### src/rtl/seg_scan_driver_pkg.sv
// Shared types for the segment scan driver: segment pattern type and scan FSM states.
package seg_scan_driver_pkg;

  typedef logic [6:0] seg_t;

  localparam seg_t SEG_OFF = 7'h00;

  typedef enum logic [1:0] {
    IDLE,
    SHOW,
    BLANK
  } scan_state_e;

endpackage

### src/rtl/seg_scan_driver_if.sv
// Write bus from the decoder stage into the scan driver's digit buffer.
interface seg_scan_driver_if #(
  parameter int IDXW = 2
);
  import seg_scan_driver_pkg::*;

  logic            wr_en;
  logic [IDXW-1:0] wr_idx;
  seg_t            wr_seg;

  modport master (output wr_en, wr_idx, wr_seg);
  modport slave  (input  wr_en, wr_idx, wr_seg);

endinterface

### src/rtl/seg_scan_driver_dwell_timer.sv
// Loadable down-counter; done flags the last cycle of a loaded interval (count == 1).
module seg_scan_driver_dwell_timer #(
  parameter int W = 3
) (
  input  logic         clk,
  input  logic         rst_n,
  input  logic         load,
  input  logic [W-1:0] value,
  output logic         done
);

  logic [W-1:0] cnt_q;

  always_ff @(posedge clk or negedge rst_n) begin
    if (!rst_n) begin
      cnt_q <= '0;
    end else if (load) begin
      cnt_q <= value;
    end else if (cnt_q != '0) begin
      cnt_q <= cnt_q - 1'b1;
    end
  end

  assign done = (cnt_q == W'(1));

endmodule

### src/rtl/seg_scan_driver.sv
// Multiplexed 7-segment scan driver: per-digit pattern buffer, dwell/blank timing,
// registered one-hot anode and segment outputs with configurable polarity.
//
//   state | meaning
//   ------+------------------------------------------------------------
//   IDLE  | display dark, index 0, timer cleared
//   SHOW  | digit scan_idx lit for DWELL cycles
//   BLANK | all digits off for BLANK_CYC cycles, then advance and SHOW
module seg_scan_driver
  import seg_scan_driver_pkg::*;
#(
  parameter int NDIG        = 4,
  parameter int DWELL       = 1000,
  parameter int BLANK_CYC   = 16,
  parameter bit SEG_ACT_LOW = 1'b0,
  parameter bit AN_ACT_LOW  = 1'b1,
  localparam int IDXW       = $clog2(NDIG)
) (
  input  logic               clk,
  input  logic               rst_n,
  seg_scan_driver_if.slave   wr,
  input  logic               disp_en,
  output seg_t               seg_o,
  output logic [NDIG-1:0]    an_o,
  output logic [IDXW-1:0]    scan_idx,
  output logic               frame_tick
);

  localparam int TMAX = (DWELL > BLANK_CYC) ? DWELL : BLANK_CYC;
  localparam int TW   = $clog2(TMAX + 1);

  localparam logic [TW-1:0]   T_DWELL  = TW'(DWELL);
  localparam logic [TW-1:0]   T_BLANK  = TW'(BLANK_CYC);
  localparam logic [IDXW-1:0] IDX_LAST = IDXW'(NDIG - 1);
  localparam logic [NDIG-1:0] AN_IDLE  = AN_ACT_LOW ? {NDIG{1'b1}} : {NDIG{1'b0}};
  localparam seg_t            SEG_IDLE = SEG_ACT_LOW ? ~SEG_OFF : SEG_OFF;

  scan_state_e     state_q, state_d;
  logic [IDXW-1:0] idx_q, idx_d;
  logic            first_q, first_d;
  logic            tick_d;
  logic            tmr_load, tmr_done;
  logic [TW-1:0]   tmr_val;
  seg_t            buf_q [NDIG];
  seg_t            seg_sel, seg_d;
  logic [NDIG-1:0] an_d;

  always_ff @(posedge clk or negedge rst_n) begin
    if (!rst_n) begin
      for (int i = 0; i < NDIG; i++) buf_q[i] <= SEG_OFF;
    end else begin
      for (int i = 0; i < NDIG; i++) begin
        if (wr.wr_en && (wr.wr_idx == IDXW'(i))) buf_q[i] <= wr.wr_seg;
      end
    end
  end

  seg_scan_driver_dwell_timer #(.W(TW)) u_timer (
    .clk   (clk),
    .rst_n (rst_n),
    .load  (tmr_load),
    .value (tmr_val),
    .done  (tmr_done)
  );

  always_ff @(posedge clk or negedge rst_n) begin
    if (!rst_n) begin
      state_q <= IDLE;
      idx_q   <= '0;
      first_q <= 1'b0;
    end else begin
      state_q <= state_d;
      idx_q   <= idx_d;
      first_q <= first_d;
    end
  end

  // first_q suppresses the index advance on the BLANK that follows IDLE
  always_comb begin
    state_d  = state_q;
    idx_d    = idx_q;
    first_d  = first_q;
    tick_d   = 1'b0;
    tmr_load = 1'b0;
    tmr_val  = '0;
    if (!disp_en) begin
      state_d  = IDLE;
      idx_d    = '0;
      first_d  = 1'b0;
      tmr_load = 1'b1;
    end else begin
      case (state_q)
        IDLE: begin
          idx_d    = '0;
          tmr_load = 1'b1;
          if (BLANK_CYC == 0) begin
            state_d = SHOW;
            tmr_val = T_DWELL;
          end else begin
            state_d = BLANK;
            tmr_val = T_BLANK;
            first_d = 1'b1;
          end
        end
        SHOW: begin
          if (tmr_done) begin
            tmr_load = 1'b1;
            if (BLANK_CYC == 0) begin
              idx_d   = (idx_q == IDX_LAST) ? '0 : idx_q + 1'b1;
              tick_d  = (idx_q == IDX_LAST);
              tmr_val = T_DWELL;
            end else begin
              state_d = BLANK;
              tmr_val = T_BLANK;
            end
          end
        end
        BLANK: begin
          if (tmr_done) begin
            state_d  = SHOW;
            tmr_load = 1'b1;
            tmr_val  = T_DWELL;
            first_d  = 1'b0;
            if (!first_q) begin
              idx_d  = (idx_q == IDX_LAST) ? '0 : idx_q + 1'b1;
              tick_d = (idx_q == IDX_LAST);
            end
          end
        end
        default: begin
          state_d = IDLE;
          idx_d   = '0;
        end
      endcase
    end
  end

  always_comb begin
    seg_sel = SEG_OFF;
    for (int i = 0; i < NDIG; i++) begin
      if (idx_d == IDXW'(i)) seg_sel = buf_q[i];
    end
    seg_d = (state_d == SHOW) ? seg_sel : SEG_OFF;
    an_d  = (state_d == SHOW) ? (NDIG'(1) << idx_d) : '0;
  end

  // Outputs are built from next-state values so anode and segments switch on one edge
  always_ff @(posedge clk or negedge rst_n) begin
    if (!rst_n) begin
      seg_o      <= SEG_IDLE;
      an_o       <= AN_IDLE;
      frame_tick <= 1'b0;
    end else begin
      seg_o      <= SEG_ACT_LOW ? ~seg_d : seg_d;
      an_o       <= AN_ACT_LOW ? ~an_d : an_d;
      frame_tick <= tick_d;
    end
  end

  assign scan_idx = idx_q;

endmodule

### src/flat_wrapper.sv
// flat-port wrapper written by rule: the top's interface ports become plain ports
module seg_scan_driver_flat import seg_scan_driver_pkg::*;
#(
  parameter int NDIG        = 4,
  parameter int DWELL       = 1000,
  parameter int BLANK_CYC   = 16,
  parameter bit SEG_ACT_LOW = 1'b0,
  parameter bit AN_ACT_LOW  = 1'b1,
  localparam int IDXW       = $clog2(NDIG)
)
  (clk, rst_n, disp_en, seg_o, an_o, scan_idx, frame_tick, wr_wr_en, wr_wr_idx, wr_wr_seg);
  seg_scan_driver_if #(.IDXW(2)) wr_i ();
  input  logic clk;
  input  logic rst_n;
  input  logic disp_en;
  output seg_t seg_o;
  output logic [NDIG-1:0] an_o;
  output logic [IDXW-1:0] scan_idx;
  output logic frame_tick;
  input wire logic [$bits(wr_i.wr_en)-1:0] wr_wr_en;
  input wire logic [$bits(wr_i.wr_idx)-1:0] wr_wr_idx;
  input wire logic [$bits(wr_i.wr_seg)-1:0] wr_wr_seg;
  assign wr_i.wr_en = wr_wr_en;
  assign wr_i.wr_idx = wr_wr_idx;
  assign wr_i.wr_seg = wr_wr_seg;
  seg_scan_driver #(.NDIG(NDIG), .DWELL(DWELL), .BLANK_CYC(BLANK_CYC), .SEG_ACT_LOW(SEG_ACT_LOW), .AN_ACT_LOW(AN_ACT_LOW)) u_core (.clk(clk), .rst_n(rst_n), .wr(wr_i), .disp_en(disp_en), .seg_o(seg_o), .an_o(an_o), .scan_idx(scan_idx), .frame_tick(frame_tick));
endmodule
### config.mk
export PLATFORM = sky130hd
export DESIGN_NAME = seg_scan_driver_flat
export DESIGN_NICKNAME = d
export VERILOG_FILES = /design/src/rtl/seg_scan_driver_pkg.sv /design/src/rtl/seg_scan_driver_if.sv /design/src/rtl/seg_scan_driver_dwell_timer.sv /design/src/rtl/seg_scan_driver.sv /design/src/flat_wrapper.sv
export SDC_FILE = /design/constraint.sdc
export NUM_CORES = 1
export LEC_CHECK = 0
export CAP_MARGIN = 20
export CELL_PAD_IN_SITES_DETAIL_PLACEMENT = 1
export CELL_PAD_IN_SITES_GLOBAL_PLACEMENT = 1
export CORE_MARGIN = 5
export CORE_UTILIZATION = 32
export DETAILED_ROUTE_END_ITERATION = 6
export GPL_TIMING_DRIVEN = 1
export PLACE_DENSITY_LB_ADDON = 0.1
export SLEW_MARGIN = 25
export SYNTH_ARGS = -nofsm -noshare
export SYNTH_HDL_FRONTEND = slang
export SYNTH_SLANG_ARGS = --single-unit
### constraint.sdc
create_clock -name clk -period 2.2 [get_ports clk]
set_input_delay 0.22 -clock clk [delete_from_list [all_inputs] [get_ports clk]]
set_output_delay 0.22 -clock clk [all_outputs]
set_load 0.1 [all_outputs]
Word level (Yosys, flattened, before mapping)
Cells that the tools add are included. W data, S select, Z words.

Shift-type cells: 1. Add/sub/neg operators: 2. Bitwise gates (word level): 1. Reductions and logical operators: 11. Equal/unequal tests: 13. Multiplexer cells: 31.

Operator list (number): $mux W10 (4); $mux W7 (5); $pmux W10 S3 (1); $mux W2 (7); $eq A2 B2 Y1 const B (6); $eq A10 B1 Y1 const B (1); $reduce_bool A10 Y1 (1); $sub A10 B1 Y10 const B (1); $eq A2 B1 Y1 const B (4); $mux W1 (8); $logic_not A2 Y1 (3); $pmux W2 S3 (1); $mux W5 (1); $logic_and A1 B1 Y1 (4); $mux W4 (1); $not A4 Y4 (1); $pmux W1 S2 (2); $pmux W2 S2 (1); $shl A1 B2 Y4 const A (1); $ne A3 B1 Y1 const B (1); $ne A3 B2 Y1 const B (1); $add A2 B1 Y2 const B (1); $reduce_and A2 Y1 (1); $reduce_bool A2 Y1 (1); $reduce_or A2 Y1 (1).

Output and inout port bits: 14. Logic and storage cells: 70. Register bits after elaboration: 55. Input bits: 13.

Logic depth before layout (Yosys ltp)
Gate-level depths: netlist of the first run.

Word-level depth: 12. Depth in mapped cells: 9. Gate-level depth less buffers: 7.

By module
From an unflattened synthesis of the first run, not the netlist that was laid out.

Cell total of the unflattened synthesis: 220. Area total of the unflattened synthesis: 2608.8 sq um.

By module, submodules not included: seg_scan_driver (sequential area each 1131.1 sq um, times used 1, area an instance 1998.2 sq um, cells an instance 153); seg_scan_driver_dwell_timer (sequential area each 250.2 sq um, times used 1, area an instance 610.6 sq um, cells an instance 67).

Worst setup path before layout of the first run
OpenSTA, ideal clock, no wires.

Path type: reg-to-reg. Start point: reg u_core.u_timer.cnt_q[1]. End point: reg u_core.seg_o[1]. Buffers on the path: 2. Period minus slack after synthesis: 2.317 ns. Data required time: 2.072 ns. Cell stages (with the launch flop): 10. Arrival time: 2.190 ns. Setup slack: -0.117 ns. Path through: dfrtp_1 > inv_1 > ha_1 > or4b_1 > nor4_4 > mux2i_1 > buf_6 > buf_6 > mux2i_1 > o22ai_1.

Word-level cells in the longest chain between the ends: 10. Elaborated cells on any way between the ends: 18. Classes of those cells: eq/ne: 5; mux: 12; reduce/logical: 1.

RTL lines: start, declared (line seg_scan_driver_dwell_timer.sv:12) `logic [W-1:0] cnt_q;`; start signal, assigned (line seg_scan_driver_dwell_timer.sv:18) `cnt_q <= value;`; start signal, assigned (line seg_scan_driver_dwell_timer.sv:20) `cnt_q <= cnt_q - 1'b1;`; $eq A10 B1 Y1 (*) (line seg_scan_driver_dwell_timer.sv:24) `assign done = (cnt_q == W'(1));`; $mux W2 (*) (line seg_scan_driver.sv:119) `if (tmr_done) begin`; $pmux W2 S2 (*) (line seg_scan_driver.sv:92) `case (state_q)`; $mux W2 (*) (line seg_scan_driver.sv:86) `if (!disp_en) begin`; named net u_core.idx_d[1] (line seg_scan_driver.sv:39) `logic [IDXW-1:0] idx_q, idx_d;`; $logic_not A2 Y1 (line seg_scan_driver.sv:141) `if (idx_d == IDXW'(i)) seg_sel = buf_q[i];`; $mux W7 (3 in series) (line seg_scan_driver.sv:141); $mux W7 (*) (line seg_scan_driver.sv:141); $mux W7 (*) (line seg_scan_driver.sv:143) `seg_d = (state_d == SHOW) ? seg_sel : SEG_OFF;`; named net u_core.seg_d[1] (line seg_scan_driver.sv:45) `seg_t seg_sel, seg_d;`; end signal, assigned (line seg_scan_driver.sv:154) `seg_o <= SEG_ACT_LOW ? ~seg_d : seg_d;`; end, declared (line seg_scan_driver.sv:23) `output seg_t seg_o,`.

The timed path passes the listed nets; every way through them passes the cells marked *. A chain may end at the register's enable or synchronous reset.

Final worst setup path of the first run
Start point: reg u_core.u_timer.cnt_q[1]. End point: reg u_core.seg_o[0].

Word-level cells in the longest chain between the ends: 10. Elaborated cells on any way between the ends: 18. Classes of those cells: eq/ne: 5; mux: 12; reduce/logical: 1.

RTL lines (line): $eq A10 B1 Y1 (*) (seg_scan_driver_dwell_timer.sv:24); $mux W2 (seg_scan_driver.sv:119); $pmux W2 S2 (seg_scan_driver.sv:92); $mux W2 (seg_scan_driver.sv:86); $logic_not A2 Y1 (seg_scan_driver.sv:141); $mux W7 (4 in series) (seg_scan_driver.sv:141); $mux W7 (*) (seg_scan_driver.sv:143); named net u_core.seg_d[0] (seg_scan_driver.sv:45).

Marks and branches as above.

==> results of run 1 <==
-- Yosys cell counts (2+ instances only) --
library cell  instances
o22ai_1               7
nand2_1               5
a21oi_1               3
o2111ai_1             2
nand3_1               5
o21a_1                4
ha_1                  8
nand2b_1              2
buf_6                 2
nor2_1               14
xor2_1                3
buf_2                 2
nor4_1                3
dfrtp_1              51
or2_1                 2
inv_1                 6
nand4_1               4
xnor2_1               5
a41oi_1               2
mux2_2               28
nand3b_1              2
dfstp_2               4
mux2i_1              15
o31ai_1               2
nor3_1                2
-- power by group --
group | leakage [nW] | switching [W] | internal [W]
Combinational | 0.717 | 0.000590 | 0.000553
Sequential | 0.683 | 0.0000982 | 0.00117
Clock | 0.0533 | 0.000364 | 0.000266
Total | 1.45 | 0.00105 | 0.00199
-- through the flow --
stage               utilization, %  setup TNS (ps)  worst slack (ps)  area [µm²]
floorplan                        -           -32.5             -8.14        2620
global placement              40.5           -36.0             -22.7        3170
detailed placement            40.5           -64.6             -44.6        3170
CTS                           42.1            -130             -37.9        3290
global route                  42.7            -810              -116        3330
finish                        42.7           -79.2             -33.3        3330
-- logic make-up after synthesis --
logic type | Yosys count
buf+inv | 11
fa+ha+maj | 8
compound gates | 29
mux | 43
flops | 55
xor+xnor | 8
simple gates | 50
-- area by class of cell --
class | instances | area [µm²] | share of cell area [%]
Tap cell | 102 | 128 | 3.83
Clock inverter | 2 | 20.0 | 0.601
Sequential cell | 55 | 1380 | 41.5
Clock buffer | 6 | 82.6 | 2.48
Inverter | 6 | 22.5 | 0.676
Multi-Input combinational cell | 139 | 1220 | 36.5
Timing Repair Buffer | 57 | 480 | 14.4
-- metal layers --
layer  part of all wire, %  track usage (%)
met1                    44             16.8
met2                    52             21.6
met3                   2.5             2.92
met4                   1.3             4.04
met5                     0                0
-- registers in the layout (all words and copies together) (netlist names) --
name                  cells
u_core.frame_tick         1
u_core.seg_o              7
u_core.state_q            2
u_core.first_q            1
u_core.an_o               4
u_core.u_timer.cnt_q     10
u_core.scan_idx           2
u_core.buf_q             28
-- timing repair --
action / CTS / global route
resized for setup: 1 / 4
endpoints found under the hold margin: 20 / 0
gates cloned: 0 / 1
pin swaps: 0 / 2
hold buffers: 1 / 0
setup endpoints to repair: 8 / 12
setup buffers: 0 / 2
-- layout by cell type (no fill, tap or decap), drive strengths merged, types with 2 or more instances in the layout --
| cell type | n |
|---|---|
| xnor2 | 5 |
| nor2 | 14 |
| o21a | 4 |
| dfrtp | 51 |
| xor2 | 3 |
| nand3b | 4 |
| nor3 | 3 |
| or4 | 2 |
| mux2 | 28 |
| clkdlybuf4s50 | 11 |
| inv | 7 |
| clkbuf | 6 |
| dfstp | 4 |
| a21oi | 3 |
| nand2b | 2 |
| nand3 | 6 |
| nor4 | 4 |
| nand4 | 4 |
| buf | 45 |
| mux2i | 15 |
| ha | 8 |
| o31ai | 2 |
| o2111ai | 2 |
| nand2 | 5 |
| a41oi | 2 |
| or2 | 2 |
| o22ai | 7 |
-- worst max-delay path: cells and delay by family (launching register included) --
family	cells	cell delay (ps)
AND/OR/NAND/NOR	2	680
flip-flops	1	400
AO/OA/AOI/OAI	1	100
adder cells (fa/ha/maj)	1	120
multiplexers	2	540
buffers and inverters	2	290
-- how the worst max path moves through the flow --
stage | depth (start not counted) | slack, ps | end | start
after floorplan | 9 | -8 | u_core.seg_o[1]$_DFF_PN0_ | u_core.u_timer.cnt_q[1]$_DFFE_PN0P_
after global placement | 8 | -20 | u_core.an_o[1]$_DFF_PN1_ | u_core.u_timer.cnt_q[1]$_DFFE_PN0P_
after detailed placement | 8 | -40 | u_core.an_o[1]$_DFF_PN1_ | u_core.u_timer.cnt_q[1]$_DFFE_PN0P_
after CTS | 8 | -40 | u_core.seg_o[0]$_DFF_PN0_ | u_core.u_timer.cnt_q[1]$_DFFE_PN0P_
after global routing | 8 | -120 | u_core.seg_o[3]$_DFF_PN0_ | u_core.u_timer.cnt_q[1]$_DFFE_PN0P_
final | 8 | -30 | u_core.seg_o[0]$_DFF_PN0_ | u_core.u_timer.cnt_q[1]$_DFFE_PN0P_
==> out/metrics.csv, run 1 <==
stage;metric;value;unit
run_status;status;finished with violations;
run_status;failing checks;setup timing;
synth;post-synthesis sequential area ratio;53.2;%
min_path;Min-Delay Path Class;input pin to asynchronous set/reset pin;
detailed_routing;vias;1812;
synth;Post-Syn Area;0.00260;mm²
worst_setup_path;RR Endpoint;u_core.seg_o[0]$_DFF_PN0_;
worst_setup_path;critical path, cell by cell;inv_2, ha_4, or4b_4, nor4_4, mux2i_2, buf_12, mux2i_1, o22ai_1;
synth;Post-synth EDFFs;0;
synth;mux cell area share after synthesis;17.9;%
worst_setup_path;crit end category;register;
die;core area;0.00781;mm²
placement;GPL Wtd Cong;0.674;
detailed_routing;Avg WL per Cell;16.9;µm
timing;count of final hold-check violations;0;
detailed_routing;Antenna Nets Post-Route;0;
synth;Avg Inst Size Synth;12.7;µm²
clock_tree;CTS clk-pin slew, worst paths;110;ps
cells_and_area;P&R area growth vs syn;28.4;%
pwr;total power draw;0.00304;W
cells_and_area;Final nets;285;
pwr;Power Density;913;mW/mm²
grt;grt ovf;0;
timing;Final Setup Violations;6;
detailed_routing;initial drt markers;24;
synth;Synth Area in Adders;3.86;%
worst_setup_path;R2R Setup Slk;-30;ps
timing;final worst slack;-33.3;ps
worst_setup_path;CP Launch Type;register;
clock_tree;CTS buffer count;5;
pwr;peak supply drop;0.284;mV
grt;largest net degree at the start of global routing;36;
timing;Slew @ Worst Pin;509;ps
clock_tree;Clk Latency, worst-skew pair;320;ps
timing;f_max;0.448;GHz
placement;Port Buffers;26;
grt;number of antenna violations at the first check in global routing;0;
cells_and_area;fillers;851;
cells_and_area;post-route insts no fill;367;
cells_and_area;share of layout cells above drive strength 1;37.7;%
die;Die H;100;µm
clock_tree;root buffer cell;clkbuf_8;
synth;largest family of logic cells by synthesized area;multiplexers;
worst_setup_path;slowest cell on the critical path;or4b_4;
cells_and_area;diodes inserted;0;
die;I/O pin total;27;
detailed_routing;drt first pass iters;4;
synth;Synth area leaders;dfrtp_1 (49%), mux2_2 (12%), mux2i_1 (5.8%), dfstp_2 (4.0%), ha_1 (3.9%);
timing;Final Cycle Share;102;%
synth;Synth Flop Type;dfrtp_1;
synth;Syn Inst Count;204;
timing;Slew HR;66.0;%
synth;Yosys Warn Count;0;
clock_tree;CTS Sinks;55;
detailed_routing;Residual DRC;0;
synth;simple-gate portion of the synthesized area;11.9;%
grt;first-pass GRT wire length;10100;µm
timing;RSZ-0062 raised after global routing;yes;
timing;clk_skew;15.3;ps
grt;Tot GR Track Use;13.0;%
timing;Slew Limit Fails;0;
worst_setup_path;R2R cell count;8;
timing;Final min period;2230;ps
clock_tree;H-tree lvl count;2;
clock_tree;CTS tree;built;
die;initial cell density of the core;33.3;%
placement;hpwl dp;4320;µm
synth;Yosys cell types;46;
worst_setup_path;Worst Path Max Fanout;15;
timing;Hold Slack;383;ps
synth;XOR/XNOR Fraction of Synth Area;2.70;%
synth;complex-gate fraction of the synthesized area;8.14;%
placement;Post-Place Cells;355;
worst_setup_path;Worst path max stage delay;470;ps
flow_run;MaxCap Viol Count;0;
detailed_routing;total wire length;6190;µm
worst_setup_path;Worst EP arrival;2440;ps
pwr;static leakage;1.45;nW
grt;number of global-route vias before repair;1941;
synth;Async S/R FF share, synth;100;%
clock_tree;Clock Path Buffers;2;
die;Die ar.;0.0100;mm²
synth;post-synth top area cell;dfrtp_1;
die;FP Rows;32;
worst_setup_path;RR Startpoint;u_core.u_timer.cnt_q[1]$_DFFE_PN0P_;
detailed_routing;Vias/cell;4.94;
die;die width;100;µm
worst_setup_path;WP data required;2410;ps
worst_setup_path;Setup Crit Path Kind;register to register;
synth;number of synthesized register bits;55;
synth;post-synth net total;225;
synth;Synth top area share;49.2;%
(Power assumes the default switching activity.)
==> run 2: changes to the inputs <==
Settings changed: CORE_MARGIN 5 to 8, CORE_UTILIZATION 32 to 41, RECOVER_POWER from default to 25.
==> out/metrics.csv, run 2 (synthesis results as in run 1) <==
stage;metric;value;unit;change
run_status;status;finished with violations;;unchanged
run_status;failing checks;setup timing;;unchanged
placement;Port Buffers;26;;unchanged
cells_and_area;area of the multi-input gates;0.00120;mm²;was 0.00122 mm²
min_path;Min-Delay Path Class;register to register;;was input pin to asynchronous set/reset pin
placement;GPL Wtd Cong;0.776;;was 0.674
cells_and_area;diodes inserted;0;;unchanged
die;Die ar.;0.00913;mm²;was 0.0100 mm²
grt;number of antenna violations at the first check in global routing;0;;unchanged
grt;Tot GR Track Use;14.4;%;was 13.0%
clock_tree;Clk Latency, worst-skew pair;300;ps;was 320 ps
detailed_routing;Residual DRC;0;;unchanged
cells_and_area;commonest non-fill, non-tap cell in the layout;dfrtp_1;;unchanged
clock_tree;Clock Path Buffers;2;;unchanged
pwr;peak supply drop;0.444;mV;was 0.284 mV
detailed_routing;initial drt markers;34;;was 24
die;die width;95.6;µm;was 100 µm
die;I/O pin total;27;;unchanged
worst_setup_path;Worst Path Max Fanout;8;;was 15
timing;Final Cycle Share;103;%;was 102%
timing;count of final hold-check violations;0;;unchanged
timing;final worst slack;-56.8;ps;was -33.3 ps
timing;RSZ-0062 raised after global routing;yes;;unchanged
grt;first-pass GRT wire length;10200;µm;was 10,100 µm
cells_and_area;commonest cells after routing, fill and taps aside;dfrtp_1 (49), buf_4 (34), mux2_2 (28), nor2_1 (14), mux2i_1 (14);;was dfrtp_1 (49), buf_4 (42), mux2_2 (28), nor2_1 (13), mux2i_1 (13)
clock_tree;root buffer cell;clkbuf_8;;unchanged
detailed_routing;drt first pass iters;4;;unchanged
pwr;Power Density;915;mW/mm²;was 913 mW/mm²
cells_and_area;P&R area growth vs syn;23.6;%;was 28.4%
timing;Slew HR;9.82;%;was 66.0%
detailed_routing;Vias/cell;5.39;;was 4.94
timing;Slew @ Worst Pin;1350;ps;was 509 ps
grt;M1 GR Usage;16.0;%;was 16.8%
cells_and_area;share of layout cells above drive strength 1;35.8;%;was 37.7%
grt;met2 usage;27.4;%;was 21.6%
pwr;static leakage;1.39;nW;was 1.45 nW
cells_and_area;Most flops, register;u_core.buf_q;;unchanged
worst_setup_path;crit end category;register;;unchanged
cells_and_area;max reg flops;28;;unchanged
detailed_routing;vias;1801;;was 1,812
worst_setup_path;R2R Setup Slk;-60;ps;was -30 ps
detailed_routing;Antenna Nets Post-Route;0;;unchanged
flow_run;MaxCap Viol Count;0;;unchanged
die;initial cell density of the core;41.6;%;was 33.3%
clock_tree;CTS buffer count;5;;unchanged
detailed_routing;total wire length;6020;µm;was 6190 µm
clock_tree;CTS clk-pin slew, worst paths;90;ps;was 110 ps
grt;busiest grt layer;met2;;unchanged
grt;largest net degree at the start of global routing;33;;was 36
timing;clk_skew;8.98;ps;was 15.3 ps
worst_setup_path;CP Launch Type;register;;unchanged
pwr;total power draw;0.00294;W;was 0.00304 W
grt;GR Util met3;2.52;%;was 2.92%
grt;number of global-route vias before repair;2057;;was 1,941
die;FP Rows;29;;was 32
timing;Final Setup Violations;7;;was 6
cells_and_area;final instance area;0.00321;mm²;was 0.00333 mm²
die;core area;0.00624;mm²;was 0.00781 mm²
clock_tree;CTS tree;built;;unchanged
cells_and_area;Final nets;277;;was 285
placement;hpwl dp;4470;µm;was 4320 µm
worst_setup_path;WP data required;2380;ps;was 2410 ps
clock_tree;CTS Sinks;55;;unchanged
clock_tree;H-tree lvl count;2;;unchanged
timing;Slew Limit Fails;0;;unchanged
cells_and_area;fillers;653;;was 851
timing;f_max;0.443;GHz;was 0.448 GHz
cells_and_area;Seq. cell area;0.00138;mm²;unchanged
worst_setup_path;Worst EP arrival;2440;ps;about the same
detailed_routing;Avg WL per Cell;18.0;µm;was 16.9 µm
worst_setup_path;Setup Crit Path Kind;register to register;;unchanged
placement;DP Area;0.00307;mm²;was 0.00317 mm²
grt;grt ovf;0;;unchanged
timing;Final min period;2260;ps;was 2230 ps
cells_and_area;Largest regs;u_core.buf_q x28, u_core.u_timer.cnt_q x10, u_core.seg_o x7;;unchanged
die;Die H;95.6;µm;was 100 µm
-- run 2: final cells by class --
class	count	area share, %
multi-input cells	138	37.3
inverters	6	0.702
flip-flops and latches	55	43.1
clock inverters	2	0.507
clock buffers	6	2.57
repair buffers	50	12.7
well taps	77	3.00
-- run 2: worst paths after layout --
| kind | endpoint | cells past startpoint | startpoint |
|---|---|---|---|
| worst max-delay path | u_core.seg_o[3]$_DFF_PN0_ | 8 | u_core.u_timer.cnt_q[1]$_DFFE_PN0P_ |
| worst min-delay path | u_core.buf_q[13]$_DFFE_PN0P_ | 1 | u_core.buf_q[13]$_DFFE_PN0P_ |
| worst max register to register | u_core.seg_o[3]$_DFF_PN0_ | 8 | u_core.u_timer.cnt_q[1]$_DFFE_PN0P_ |
| worst min register to register | u_core.buf_q[13]$_DFFE_PN0P_ | 1 | u_core.buf_q[13]$_DFFE_PN0P_ |
| max in group asynchronous | u_core.buf_q[21]$_DFFE_PN0P_ | 3 | rst_n |
| min in group asynchronous | u_core.u_timer.cnt_q[9]$_DFFE_PN0P_ | 2 | rst_n |
-- run 2: layer usage --
layer	part of all wire [%]	vias to the layer above
met4	1.1	0
met3	2.3	4
met2	56	19
li1	-	850
met5	0	-
met1	40	928
-- run 2: critical path, cell delays in order, from the launching register on --
cell and delay (ps):
dfrtp_1 400, inv_2 80, ha_4 120, or4b_4 500
nor4_4 220, mux2i_2 320, buf_6 200, mux2i_1 210
o22ai_1 100
-- run 2: stage by stage --
step / setup slack [ps] / cells / util [%] / hold slack, ps / TNS (ps)
after CTS: -78.8 / 332 / 50.9 / 464 / -438
after global placement: 0.203 / 323 / 49.2 / 242 / 0
after floorplan: -8.14 / 204 / - / -75.6 / -32.5
final: -56.8 / 334 / 51.4 / 514 / -317
after detailed placement: -37.5 / 323 / 49.2 / 262 / -186
after global routing: -159 / 334 / 51.4 / 544 / -3190
-- run 2: power breakdown --
part	total, W	internal (W)	switching [W]
Sequential	0.00128	0.00117	0.000108
Clock	0.000579	0.000258	0.000321
Combinational	0.00108	0.000513	0.000564
-- run 2: timing repair --
| action | CTS | global route |
|---|---|---|
| setup buffers | 0 | 2 |
| endpoints found under the setup margin | 7 | 15 |
| cloned | 0 | 0 |
| endpoints found under the hold margin | 19 | 0 |
| hold buffers | 1 | 0 |
| gates resized for setup | 0 | 6 |
| pin swaps | 0 | 1 |
==> run 3: changes to the inputs <==
Settings changed: RECOVER_POWER 25 to default.
==> out/metrics.csv, run 3 (synthesis results as in run 1) <==
stage;metric;value;unit;change
run_status;status;finished with violations;;unchanged
run_status;failing checks;setup timing;;unchanged
clock_tree;CTS tree;built;;unchanged
clock_tree;root buffer cell;clkbuf_8;;unchanged
clock_tree;Clk Latency, worst-skew pair;300;ps;about the same
grt;number of antenna violations at the first check in global routing;0;;unchanged
worst_setup_path;CP Launch Type;register;;unchanged
clock_tree;CTS buffer count;5;;unchanged
cells_and_area;commonest non-fill, non-tap cell in the layout;dfrtp_1;;unchanged
clock_tree;H-tree lvl count;2;;unchanged
detailed_routing;drt first pass iters;4;;unchanged
detailed_routing;Antenna Nets Post-Route;0;;unchanged
grt;first-pass GRT wire length;10200;µm;unchanged
worst_setup_path;critical path, cell by cell;inv_2, ha_4, or4b_4, nor4_4, mux2i_2, buf_6, mux2i_1, o22ai_1;;unchanged
die;Die ar.;0.00913;mm²;unchanged
detailed_routing;total wire length;6030;µm;was 6020 µm
cells_and_area;Most flops, register;u_core.buf_q;;unchanged
cells_and_area;commonest cells after routing, fill and taps aside;dfrtp_1 (49), buf_4 (34), mux2_2 (28), nor2_1 (14), mux2i_1 (14);;unchanged
worst_setup_path;crit end category;register;;unchanged
clock_tree;Clock Path Buffers;2;;unchanged
grt;largest net degree at the start of global routing;33;;unchanged
placement;hpwl dp;4470;µm;unchanged
pwr;peak supply drop;0.445;mV;was 0.444 mV
timing;Slew HR;60.0;%;was 9.82%
clock_tree;CTS clk-pin slew, worst paths;100;ps;was 90 ps
worst_setup_path;Worst Path Max Fanout;8;;unchanged
worst_setup_path;RR Startpoint;u_core.u_timer.cnt_q[1]$_DFFE_PN0P_;;unchanged
cells_and_area;Final nets;277;;unchanged
detailed_routing;Avg WL per Cell;18.1;µm;was 18.0 µm
worst_setup_path;Worst path max stage delay;500;ps;about the same
worst_setup_path;Setup Crit Path Kind;register to register;;unchanged
detailed_routing;Residual DRC;0;;unchanged
timing;RSZ-0062 raised after global routing;yes;;unchanged
die;Die H;95.6;µm;unchanged
die;FP Rows;29;;unchanged
cells_and_area;diodes inserted;0;;unchanged
timing;Final Cycle Share;103;%;about the same
timing;Slew @ Worst Pin;600;ps;was 1350 ps
worst_setup_path;R2R cell count;8;;unchanged
timing;clk_skew;8.93;ps;was 8.98 ps
placement;Port Buffers;26;;unchanged
detailed_routing;Vias/cell;5.38;;was 5.39
timing;final worst slack;-56.8;ps;about the same
min_path;Min-Delay Path Class;input pin to asynchronous set/reset pin;;was register to register
cells_and_area;Largest regs;u_core.buf_q x28, u_core.u_timer.cnt_q x10, u_core.seg_o x7;;unchanged
die;die width;95.6;µm;unchanged
grt;Tot GR Track Use;14.4;%;unchanged
timing;Final Setup Violations;7;;unchanged
timing;count of final hold-check violations;0;;unchanged
worst_setup_path;slowest cell on the critical path;or4b_4;;unchanged
worst_setup_path;RR Endpoint;u_core.seg_o[3]$_DFF_PN0_;;unchanged
pwr;total power draw;0.00294;W;about the same
timing;Fin Setup TNS;-312;ps;was -317 ps
die;core area;0.00624;mm²;unchanged
pwr;static leakage;1.40;nW;was 1.39 nW
placement;GPL Wtd Cong;0.776;;unchanged
worst_setup_path;WP data required;2380;ps;about the same
detailed_routing;vias;1796;;was 1,801
clock_tree;CTS Sinks;55;;unchanged
worst_setup_path;Worst EP arrival;2440;ps;about the same
cells_and_area;max reg flops;28;;unchanged
timing;Final min period;2260;ps;about the same
cells_and_area;P&R area growth vs syn;24.1;%;was 23.6%
timing;Slew Limit Fails;0;;unchanged
grt;number of global-route vias before repair;2057;;unchanged
die;I/O pin total;27;;unchanged
detailed_routing;initial drt markers;28;;was 34
grt;grt ovf;0;;unchanged
cells_and_area;share of layout cells above drive strength 1;36.2;%;was 35.8%
pwr;Power Density;912;mW/mm²;was 915 mW/mm²
flow_run;MaxCap Viol Count;0;;unchanged
timing;f_max;0.443;GHz;about the same
die;initial cell density of the core;41.6;%;unchanged
worst_setup_path;R2R Setup Slk;-60;ps;about the same
## run 3: cell types whose count changed in the layout (fill, tap and decap cells not counted)
cell and change:
buf_12 +1, clkbuf_4 -1, buf_2 +1, clkbuf_1 -1
## run 3: through the flow
| stage | std cells | utilization, % | cell area (µm²) | hold WS [ps] | worst slack [ps] |
|---|---|---|---|---|---|
| floorplan | 204 | - | 2620 | -75.6 | -8.14 |
| global placement | 323 | 49.2 | 3070 | 242 | 0.203 |
| detailed placement | 323 | 49.2 | 3070 | 262 | -37.5 |
| CTS | 332 | 50.9 | 3180 | 464 | -78.8 |
| global route | 334 | 51.6 | 3220 | 497 | -159 |
| finish | 334 | 51.6 | 3220 | 450 | -56.8 |
## run 3: how the worst max path moves through the flow
stage	start	end	slack [ps]	depth (start not counted)
after detailed placement	u_core.u_timer.cnt_q[1]$_DFFE_PN0P_	u_core.seg_o[4]$_DFF_PN0_	-40	8
after CTS	u_core.u_timer.cnt_q[1]$_DFFE_PN0P_	u_core.seg_o[4]$_DFF_PN0_	-80	8
final	u_core.u_timer.cnt_q[1]$_DFFE_PN0P_	u_core.seg_o[3]$_DFF_PN0_	-60	8
after floorplan	u_core.u_timer.cnt_q[1]$_DFFE_PN0P_	u_core.seg_o[1]$_DFF_PN0_	-8	9
after global routing	u_core.u_timer.cnt_q[1]$_DFFE_PN0P_	u_core.seg_o[4]$_DFF_PN0_	-160	8
after global placement	u_core.u_timer.cnt_q[1]$_DFFE_PN0P_	u_core.seg_o[5]$_DFF_PN0_	0.2	8
## run 3: per-layer routing
metal	up-vias	GRT usage, %	wire length, µm
met2	19	27.4	3380
met5	-	0	0
li1	850	-	-
met3	4	2.52	139
met4	0	4.23	64
met1	923	16.0	2440
## run 3: what timing repair did
item,in CTS,in global routing
resized for setup,0,6
gates cloned,0,0
hold buffers,1,0
pin swaps,0,1
setup endpoints to repair,7,15
hold endpoints to repair,19,0
setup buffers,0,2
## run 3: cell type report
type                       count  area, µm²
inverter                       6       22.5
tap                           77       96.3
sequential                    55       1380
clock buffer                   6       82.6
fill                         651       3020
clock inverter                 2       16.3
multi-input combinational    138       1200
timing repair buffer          50        423
## run 3: worst max-delay path, delay by kind of cell (launching register included)
family                     cells  cell delay (ps)
DFF                            1              400
and+or+nand+nor                2              720
adders and majority gates      1              120
buffers and inverters          2              280
AOI/OAI and AO/OA              1              100
muxes                          2              530
## run 3: power by group
part	internal (W)	switching, W	total (W)	leakage [nW]
registers	0.00117	0.000108	0.00128	0.683
logic	0.000515	0.000566	0.00108	0.667
clock network	0.000258	0.000322	0.000579	0.0474
total	0.00195	0.000995	0.00294	1.40
